## src/rtl/wr_circ_buf_arb.sv

```systemverilog
// Round-robin arbiter that gives one of NUM_SRCS requesters exclusive use of a
// circular-buffer write engine for a whole request / data / completion transaction.
`ifndef NOC_DATA_WIDTH
`define NOC_DATA_WIDTH 512
`endif
`ifndef MSG_DATA_SIZE_WIDTH
`define MSG_DATA_SIZE_WIDTH 16
`endif

module wr_circ_buf_arb #(
    parameter int NUM_SRCS  = 2,
    parameter int BUF_PTR_W = 32,
    parameter int FLOWID_W  = 8
) (
    input  logic                                     clk,
    input  logic                                     rst_n,
    input  logic [NUM_SRCS-1:0]                      src_req_val,
    input  logic [NUM_SRCS*FLOWID_W-1:0]             src_req_flowid,
    input  logic [NUM_SRCS*BUF_PTR_W-1:0]            src_req_wr_ptr,
    input  logic [NUM_SRCS*`MSG_DATA_SIZE_WIDTH-1:0] src_req_size,
    output logic [NUM_SRCS-1:0]                      src_req_rdy,
    input  logic [NUM_SRCS-1:0]                      src_req_data_val,
    input  logic [NUM_SRCS*`NOC_DATA_WIDTH-1:0]      src_req_data,
    output logic [NUM_SRCS-1:0]                      src_req_data_rdy,
    output logic [NUM_SRCS-1:0]                      src_req_done,
    input  logic [NUM_SRCS-1:0]                      src_done_rdy,
    output logic                                     arb_wr_buf_req_val,
    output logic [FLOWID_W-1:0]                      arb_wr_buf_req_flowid,
    output logic [BUF_PTR_W-1:0]                     arb_wr_buf_req_wr_ptr,
    output logic [`MSG_DATA_SIZE_WIDTH-1:0]          arb_wr_buf_req_size,
    input  logic                                     wr_buf_arb_req_rdy,
    output logic                                     arb_wr_buf_req_data_val,
    output logic [`NOC_DATA_WIDTH-1:0]               arb_wr_buf_req_data,
    input  logic                                     wr_buf_arb_req_data_rdy,
    input  logic                                     wr_buf_arb_req_done,
    output logic                                     arb_wr_buf_done_rdy
);
    localparam int DATA_W     = `NOC_DATA_WIDTH;
    localparam int SIZE_W     = `MSG_DATA_SIZE_WIDTH;
    localparam int BEAT_BYTES = DATA_W / 8;
    localparam int GNT_W      = $clog2(NUM_SRCS);

    typedef enum logic [1:0] {IDLE, REQ, DATA, DONE} state_t;

    state_t            state_q, state_d;
    logic [GNT_W-1:0]  grant_q, grant_d;
    logic [GNT_W-1:0]  rr_ptr_q, rr_ptr_d;
    logic [SIZE_W:0]   beats_rem_q, beats_rem_d;
    logic [GNT_W-1:0]  pick;
    logic [SIZE_W:0]   beats_calc;
    logic              req_hs, data_hs, done_hs;

    // Lowest rotational distance from rr_ptr wins, so scan from the far end down.
    always_comb begin
        pick = rr_ptr_q;
        for (int i = NUM_SRCS - 1; i >= 0; i--) begin
            if (src_req_val[(int'(rr_ptr_q) + i) % NUM_SRCS]) begin
                pick = GNT_W'((int'(rr_ptr_q) + i) % NUM_SRCS);
            end
        end
    end

    always_comb begin
        arb_wr_buf_req_flowid = src_req_flowid[int'(grant_q)*FLOWID_W +: FLOWID_W];
        arb_wr_buf_req_wr_ptr = src_req_wr_ptr[int'(grant_q)*BUF_PTR_W +: BUF_PTR_W];
        arb_wr_buf_req_size   = src_req_size[int'(grant_q)*SIZE_W +: SIZE_W];
        arb_wr_buf_req_data   = src_req_data[int'(grant_q)*DATA_W +: DATA_W];
        beats_calc = ({1'b0, arb_wr_buf_req_size} + (SIZE_W+1)'(BEAT_BYTES - 1))
                     / (SIZE_W+1)'(BEAT_BYTES);
        arb_wr_buf_req_val      = 1'b0;
        arb_wr_buf_req_data_val = 1'b0;
        arb_wr_buf_done_rdy     = 1'b0;
        src_req_rdy             = '0;
        src_req_data_rdy        = '0;
        src_req_done            = '0;
        case (state_q)
            REQ: begin
                arb_wr_buf_req_val   = src_req_val[grant_q];
                src_req_rdy[grant_q] = wr_buf_arb_req_rdy;
            end
            DATA: begin
                arb_wr_buf_req_data_val   = src_req_data_val[grant_q];
                src_req_data_rdy[grant_q] = wr_buf_arb_req_data_rdy;
            end
            DONE: begin
                src_req_done[grant_q] = wr_buf_arb_req_done;
                arb_wr_buf_done_rdy   = src_done_rdy[grant_q];
            end
            default: ;
        endcase
    end

    always_comb begin
        req_hs  = (state_q == REQ)  && src_req_val[grant_q] && wr_buf_arb_req_rdy;
        data_hs = (state_q == DATA) && src_req_data_val[grant_q] && wr_buf_arb_req_data_rdy;
        done_hs = (state_q == DONE) && wr_buf_arb_req_done && src_done_rdy[grant_q];
        state_d     = state_q;
        grant_d     = grant_q;
        rr_ptr_d    = rr_ptr_q;
        beats_rem_d = beats_rem_q;
        case (state_q)
            IDLE: begin
                if (|src_req_val) begin
                    grant_d = pick;
                    state_d = REQ;
                end
            end
            REQ: begin
                if (req_hs) begin
                    beats_rem_d = beats_calc;
                    state_d     = (beats_calc == '0) ? DONE : DATA;
                end
            end
            DATA: begin
                if (data_hs) begin
                    beats_rem_d = beats_rem_q - (SIZE_W+1)'(1);
                    if (beats_rem_q == (SIZE_W+1)'(1)) begin
                        state_d = DONE;
                    end
                end
            end
            DONE: begin
                if (done_hs) begin
                    rr_ptr_d = GNT_W'((int'(grant_q) + 1) % NUM_SRCS);
                    state_d  = IDLE;
                end
            end
            default: state_d = IDLE;
        endcase
    end

    always_ff @(posedge clk or negedge rst_n) begin
        if (!rst_n) begin
            state_q     <= IDLE;
            grant_q     <= '0;
            rr_ptr_q    <= '0;
            beats_rem_q <= '0;
        end else begin
            state_q     <= state_d;
            grant_q     <= grant_d;
            rr_ptr_q    <= rr_ptr_d;
            beats_rem_q <= beats_rem_d;
        end
    end
endmodule

```

## config.mk

```make
export PLATFORM = sky130hd
export DESIGN_NAME = wr_circ_buf_arb
export DESIGN_NICKNAME = d
export VERILOG_FILES = /design/src/rtl/wr_circ_buf_arb.sv
export SDC_FILE = /design/constraint.sdc
export NUM_CORES = 1
export LEC_CHECK = 0
export ABC_AREA = 1
export ABC_CLOCK_PERIOD_IN_PS = 1900
export CELL_PAD_IN_SITES_DETAIL_PLACEMENT = 1
export CELL_PAD_IN_SITES_GLOBAL_PLACEMENT = 2
export CORE_AREA = 2 2 664 666
export DETAILED_ROUTE_END_ITERATION = 8
export DIE_AREA = 0 0 666 668
export GPL_TIMING_DRIVEN = 0
export PLACE_DENSITY_LB_ADDON = 0.1
export SETUP_SLACK_MARGIN = 0.1
export SYNTH_ARGS = -nofsm -noshare
export SYNTH_HDL_FRONTEND = slang
export SYNTH_SLANG_ARGS = --single-unit
export TNS_END_PERCENT = 30
```

## constraint.sdc

```tcl
create_clock -name clk -period 1.9 [get_ports clk]
set_input_delay 0.475 -clock clk [delete_from_list [all_inputs] [get_ports clk]]
set_output_delay 0.475 -clock clk [all_outputs]
set_load 0.02 [all_outputs]
```

==> summary.md, run 1 <==
| Metric | Value |
|---|---|
| Status | finished with violations |
| Failing checks | setup timing |
| Multiplexer share of the synthesized area | less than 1% |
| Crit-path cells | clkdlybuf4s50_1 -> inv_1 -> o21ai_1 -> clkdlybuf4s50_1 |
| Setup slack after layout | -0.878 ns |
| Final Max Slew Viols | 0 |
| Crit path DAT | approximately 2.3 ns |
| Most common cell after layout, fill and taps aside | nand2_1 |
| Yosys cell types | 39 |
| Placement Setup Slack | -3.40 ns |
| Dpl hpwl | approximately 270000 um |
| Largest cells by area after synthesis | nand2_1, dfrtp_1, clkbuf_1 |
| Min cycle time layout | between 2 and 3 ns |
| Worst-Margin Slew | 0.662 ns |
| Wirelength, routed | between 200000 and 300000 um |
| Initial Util | just over 2% |
| Total Power | 52.6 mW |
| First-pass GRT wire length | approximately 350000 um |
| Vias/cell | between 2 and 2.5 |
| RSZ-0062 raised after global routing | true |
| PortBufs | between 1500 and 2000 |
| Final hold violations | 0 |
| Initial antenna violation count | between 200 and 300 |
| Yosys reg bits | 21 |
| Synth Area in Simple Gates | between 80% and 90% |
| Commonest cells after routing, fill and taps aside | nand2_1, clkdlybuf4s50_1, nand2_2 |
| Die area | 0.445 sq mm |
| CP most frequent cell | clkdlybuf4s50_1 |
| Die W | around 670 um |
| Setup_tns | -405.05 ns |
| Final nets | slightly above 5000 |
| Post-Route Utilization | just under 9% |
| R2r setup slk | -0.71 ns |
| Buf/Inv on CP | 3 |
| Worst path required time | between 1 and 1.5 ns |
| Crit end category | primary output |
| Post-Synth XOR/XNOR Area | less than 1% |
| Largest family of logic cells by synthesized area | simple AND/OR/NAND/NOR gates |
| Antenna-violating nets left | 0 |
| Initial DRC Count | between 900 and 1000 |
| Max-Cap Viols | 0 |
| Vias in the first global route | about 24000 |
| Critical R2R Capture | beats_rem_q[12]$_DFFE_PN0P_ |
| Clock Latency Late Sink | 0.27 ns |
| Wire length per cell | 30.3 um |
| CP top delay family | buffers and inverters |
| Top-area cell type share of the netlist area | between 70% and 80% |
| Slowest CP cell | clkdlybuf4s50_1 |
| Clk root buf | clkbuf_16 |
| Slowest stage delay, CP | between 0.7 and 0.8 ns |
| Residual DRC | 0 |
| Total nets after synthesis | ~3300 |
| CP max FO | 2 |
| R2R depth | 11 |
| Clock Skews | ~0.0033 ns |
| IR drop worst, VDD | between 0.3 and 0.4 mV |
| Relative slew slack | 55.7% |
| Async SR Flop Fraction | between 90% and 100% |
| Area Overhead vs Synth | 330% |
| Adder-Cell Fraction of Synth Area | 0.849% |
| Hold Crit Class | input port to asynchronous set/reset pin |
| CORE AREA | between 0.4 and 0.5 sq mm |
| Leakage power | 16.3 nW |
| Final setup vio count | around 600 |
| Crit Path Class | input port to primary output |
| Num Clock Sinks | 21 |
| TritonCTS clock tree | yes |
| Gr ovfl total | 0 |
| Ports | approximately 1700 |
| CTS clock-pin slew for the worst setup and hold paths | 0.07 ns |
| CTS Buf Count | 3 |
| Sequential area share after synthesis | about 6% |
| Cells after Synth | between 2000 and 2500 |
| Largest area contributor in the netlist | nand2_1 |
| Synth Warn # | 0 |
| Avg Cell Area, Syn | roughly 4.1 sq um |
| Post-synthesis compound-gate area fraction | about 3.3% |
| GRT Overall Usage | 12.7% |
| Largest net degree at the start of global routing | 22 |
| Layout cell share with drive strength beyond 1 | a little over a quarter |
| Gp weighted congestion | 0.870 |
| Period utilization | 146% |
| TritonRoute pass-1 iters | 5 |
| # H-tree levels | 1 |
| Cell Area, Synth | just under 0.009 sq mm |
| Main flop type after synthesis | dfrtp_1 |
| Max Root-Sink Buffers | 2 |
| Die Y | approximately 670 um |
| Post-synth EDFFs | 0 |
| Final-layout fill cell count | around 52000 |
| Pwr dens | around 1400 mW/mm^2 |
| Worst flop-to-flop path startpoint | grant_q$_DFFE_PN0P_ |
| Hold_buf cts | 0 |
| Max Clk Rate | around 360 MHz |
| FP Rows | 243 |
| Via count | ~22000 |
| Crit start category | input port |
==> worst max path at each step <==
stage / startpoint / endpoint / slack, ns / cells after the start
final: src_req_size[4] / arb_wr_buf_req_size[4] / -0.88 / 4
after global routing: grant_q$_DFFE_PN0P_ / arb_wr_buf_req_flowid[7] / -0.94 / 11
after CTS: grant_q$_DFFE_PN0P_ / arb_wr_buf_req_data[471] / -1.18 / 10
after detailed placement: grant_q$_DFFE_PN0P_ / arb_wr_buf_req_data[57] / -3.40 / 7
after global placement: grant_q$_DFFE_PN0P_ / arb_wr_buf_req_flowid[7] / -3.74 / 7
after floorplan: grant_q$_DFFE_PN0P_ / arb_wr_buf_req_data[0] / -0.005 / 6
==> area by class of cell <==
cell class | count | area (sq um) | area share, %
Timing Repair Buffer | 1855 | 18500 | 48.7
Multi-Input combinational cell | 1933 | 9170 | 24.1
Clock buffer | 4 | 78.8 | 0.207
Antenna cell | 54 | 135 | 0.355
Tap cell | 5757 | 7200 | 18.9
Inverter | 46 | 180 | 0.474
Sequential cell | 21 | 526 | 1.38
Buffer | 129 | 2230 | 5.87
==> state kept, by name (all words and copies together) (netlist names) <==
register,count
beats_rem_q,17
rr_ptr_q,1
state_q,2
grant_q,1
==> synth_stat cells (2+ instances only) <==
cell type and count:
a21oi_1 12, xor2_1 5, nor4_1 2, dfrtp_1 21
buf_1 4, o21ai_2 3, nor3_1 10, nand4_1 5
nand2_1 1766, nand3b_1 2, o211ai_1 2, o21ai_0 23
inv_2 2, nor2_4 4, buf_2 2, o21ai_1 5
buf_4 2, clkbuf_1 121, o221ai_1 2, nand2_2 15
nor2_1 41, nand3_1 16, nor2_2 3, inv_1 43
ha_1 6, buf_6 3
==> where the power goes <==
group	switching [mW]	internal, mW
combinational	31.9	19.4
clock	0.225	0.289
sequential	0.168	0.611
==> what timing repair did <==
action,CTS,global route
endpoints found under the setup margin,598,597
pin swaps,28,12
gates resized for setup,2191,1108
buffers inserted,79,30
cloned,20,4
==> metal layers <==
layer	share of wire [%]	vias up	global-route usage [%]	wire length, um
met5	0.21	-	0	618
met4	0.99	98	0.258	2930
met3	7.6	409	4.16	22600
met2	55	1143	25.7	164000
met1	36	10300	13.2	107000
li1	-	10200	-	-
==> cell families after synthesis <==
logic type               count (synthesis)
XOR/XNOR                                 5
AND/OR/NAND/NOR                       1870
multiplexers                             1
buffers and inverters                  179
adder cells (fa/ha/maj)                  6
flip-flops                              21
AO/OA/AOI/OAI                           51
==> metrics by stage <==
stage,hold slack (ns),instances,instance area [sq um]
4_1_cts,0.253,9717,37400
3_5_place_dp,0.506,9614,33500
5_1_grt,0.263,9748,37900
3_3_place_gp,0.507,9613,33500
2_1_floorplan,0.179,2133,9080
6_report,0.212,9799,38000
Power figures use the tool's default switching activity.
==> inputs of run 2 (changes only) <==
MAX_ROUTING_LAYER = met4   (was not set)
SLEW_MARGIN = 10   (was not set)
==> summary.md, run 2 (synthesis gave the netlist of run 1 again) <==
| Metric | Value |
|---|---|
| Status | finished with violations |
| Failing checks | setup timing |
| Ports | about 1700 |
| TritonRoute pass-1 iters | 4 |
| Wire length per cell | between 30 and 40 um |
| PortBufs | between 1500 and 2000 |
| TritonCTS clock tree | yes |
| Setup_tns | -370.34 ns |
| Vias in the first global route | 23300 |
| IR drop worst, VDD | approximately 0.33 mV |
| Crit path DAT | around 2.2 ns |
| First-pass GRT wire length | 348000 um |
| CTS clock-pin slew for the worst setup and hold paths | ~0.070 ns |
| Antenna-violating nets left | 0 |
| Residual DRC | 0 |
| Critical R2R Capture | state_q[0]$_DFFE_PN0P_ |
| CP max FO | 7 |
| Worst-Margin Slew | around 0.64 ns |
| Final nets | between 5000 and 6000 |
| Setup slack after layout | -0.792 ns |
| Initial antenna violation count | 260 |
| Crit end category | primary output |
| Most common cell after layout, fill and taps aside | nand2_1 |
| Worst path required time | ~1.4 ns |
| Area Overhead vs Synth | 326% |
| Worst flop-to-flop path startpoint | grant_q$_DFFE_PN0P_ |
| FP Rows | around 240 |
| Layout cell share with drive strength beyond 1 | a little under 30% |
| # H-tree levels | 1 |
| Biggest register | beats_rem_q |
| Die area | between 0.4 and 0.5 sq mm |
| Clk root buf | clkbuf_16 |
| Pwr dens | ~1400 mW/mm^2 |
| Gr ovfl total | 0 |
| CORE AREA | 0.437 sq mm |
| Final Max Slew Viols | 0 |
| R2r setup slk | -0.52 ns |
| Dpl hpwl | about 270000 um |
| R2R depth | 17 |
| Biggest regs | beats_rem_q: 17 flops, state_q: 2 flops |
| Max-Cap Viols | 0 |
| Initial Util | slightly above 2% |
| RSZ-0062 raised after global routing | true |
| Final setup vio count | approximately 600 |
| GRT Overall Usage | 13.1% |
| Initial DRC Count | just under 900 |
| Commonest cells after routing, fill and taps aside | nand2_1, clkdlybuf4s50_1, nand2_2 |
| Largest register FFs | 17 |
| Via count | ~22000 |
| Min cycle time layout | ~2.7 ns |
| Clock Skews | 0.00313 ns |
| Hold_buf cts | 0 |
| Die Y | 668 um |
| Crit Path Class | register to primary output |
| Period utilization | 142% |
| Num Clock Sinks | 21 |
| Hold Crit Class | input port to asynchronous set/reset pin |
| Clock Latency Late Sink | around 0.27 ns |
| CTS Buf Count | 3 |
| Relative slew slack | a little under three fifths |
| Crit start category | register |
| Gp weighted congestion | just under 0.9 |
| Leakage power | around 16 nW |
| Wirelength, routed | about 300000 um |
| Max Root-Sink Buffers | 2 |
| Vias/cell | ~2.2 |
| Die W | between 600 and 700 um |
| Final hold violations | 0 |
| Total Power | 51.7 mW |
| Largest net degree at the start of global routing | 22 |
| Max Clk Rate | approximately 370 MHz |
-- run 2: cell types whose count changed in the layout (fill, tap and decap cells not counted), sizes merged --
cell / before / now
nand3: 18 / 19
dlymetal6s2s: 36 / 8
buf: 425 / 433
clkdlybuf4s50: 1159 / 1153
diode: 54 / 94
inv: 46 / 45
clkbuf: 285 / 272
clkdlybuf4s15: 25 / 75
clkdlybuf4s18: 2 / 3
dlygate4sd2: 56 / 30
clkinvlp: 0 / 1
-- run 2: worst max-delay path by stage --
stage,endpoint,slack [ns],cells after the start,start
floorplan,arb_wr_buf_req_data[0],-0.005,6,grant_q$_DFFE_PN0P_
global placement,arb_wr_buf_req_flowid[7],-3.77,7,grant_q$_DFFE_PN0P_
detailed placement,arb_wr_buf_req_data[427],-3.41,7,grant_q$_DFFE_PN0P_
CTS,arb_wr_buf_req_data[292],-1.0,7,grant_q$_DFFE_PN0P_
global route,arb_wr_buf_req_data[453],-0.84,12,grant_q$_DFFE_PN0P_
finish,arb_wr_buf_req_size[10],-0.79,6,grant_q$_DFFE_PN0P_
-- run 2: power breakdown --
| part | leakage (nW) | total (mW) | switching, mW | internal (mW) |
|---|---|---|---|---|
| sequential | 0.260 | 0.782 | 0.168 | 0.614 |
| clock | 0.0388 | 0.498 | 0.210 | 0.288 |
| combinational | 15.6 | 50.4 | 31.8 | 18.7 |
-- run 2: through the flow --
step / cells / hold slack [ns] / setup slack (ns) / instance area, sq um / utilization (%)
2_1_floorplan: 2133 / 0.179 / -0.00520 / 9080 / -
3_5_place_dp: 9614 / 0.509 / -3.41 / 33500 / 7.67
4_1_cts: 9692 / 0.254 / -0.997 / 37000 / 8.45
5_1_grt: 9809 / 0.258 / -0.842 / 37700 / 8.61
6_report: 9826 / 0.226 / -0.792 / 37700 / 8.62
3_3_place_gp: 9613 / 0.521 / -3.77 / 33500 / 7.67
-- run 2: worst max-delay path, stage by stage (launching register included) --
cell and delay [ns]:
dfrtp_1 0.39, buf_12 0.16, inv_12 0.04, buf_16 0.13
buf_4 0.17, o21ai_2 0.28, clkdlybuf4s50_1 0.77
-- run 2: final cells by class --
cell class | instances | area (sq um)
repair buffers | 1840 | 18000
clock buffers | 4 | 78.8
diodes | 94 | 235
inverters | 46 | 191
fillers | 52300 | 400000
well taps | 5757 | 7200
multi-input cells | 1934 | 9190
plain buffers | 130 | 2290
flip-flops and latches | 21 | 527
-- run 2: timing repair --
action	4_1_cts	5_1_grt
resized for setup	2455	1111
endpoints found under the setup margin	598	597
buffers inserted	50	41
pin swaps	23	24
gates cloned	24	4
-- run 2: layer usage --
metal  vias to the layer above  track usage (%)  part of all wire, %
met4                         0            0.263                 0.88
met1                     10200             13.5                   37
li1                      10200                -                    -
met5                         -                -                    0
met3                       323             3.59                  6.5
met2                      1128             25.8                   56
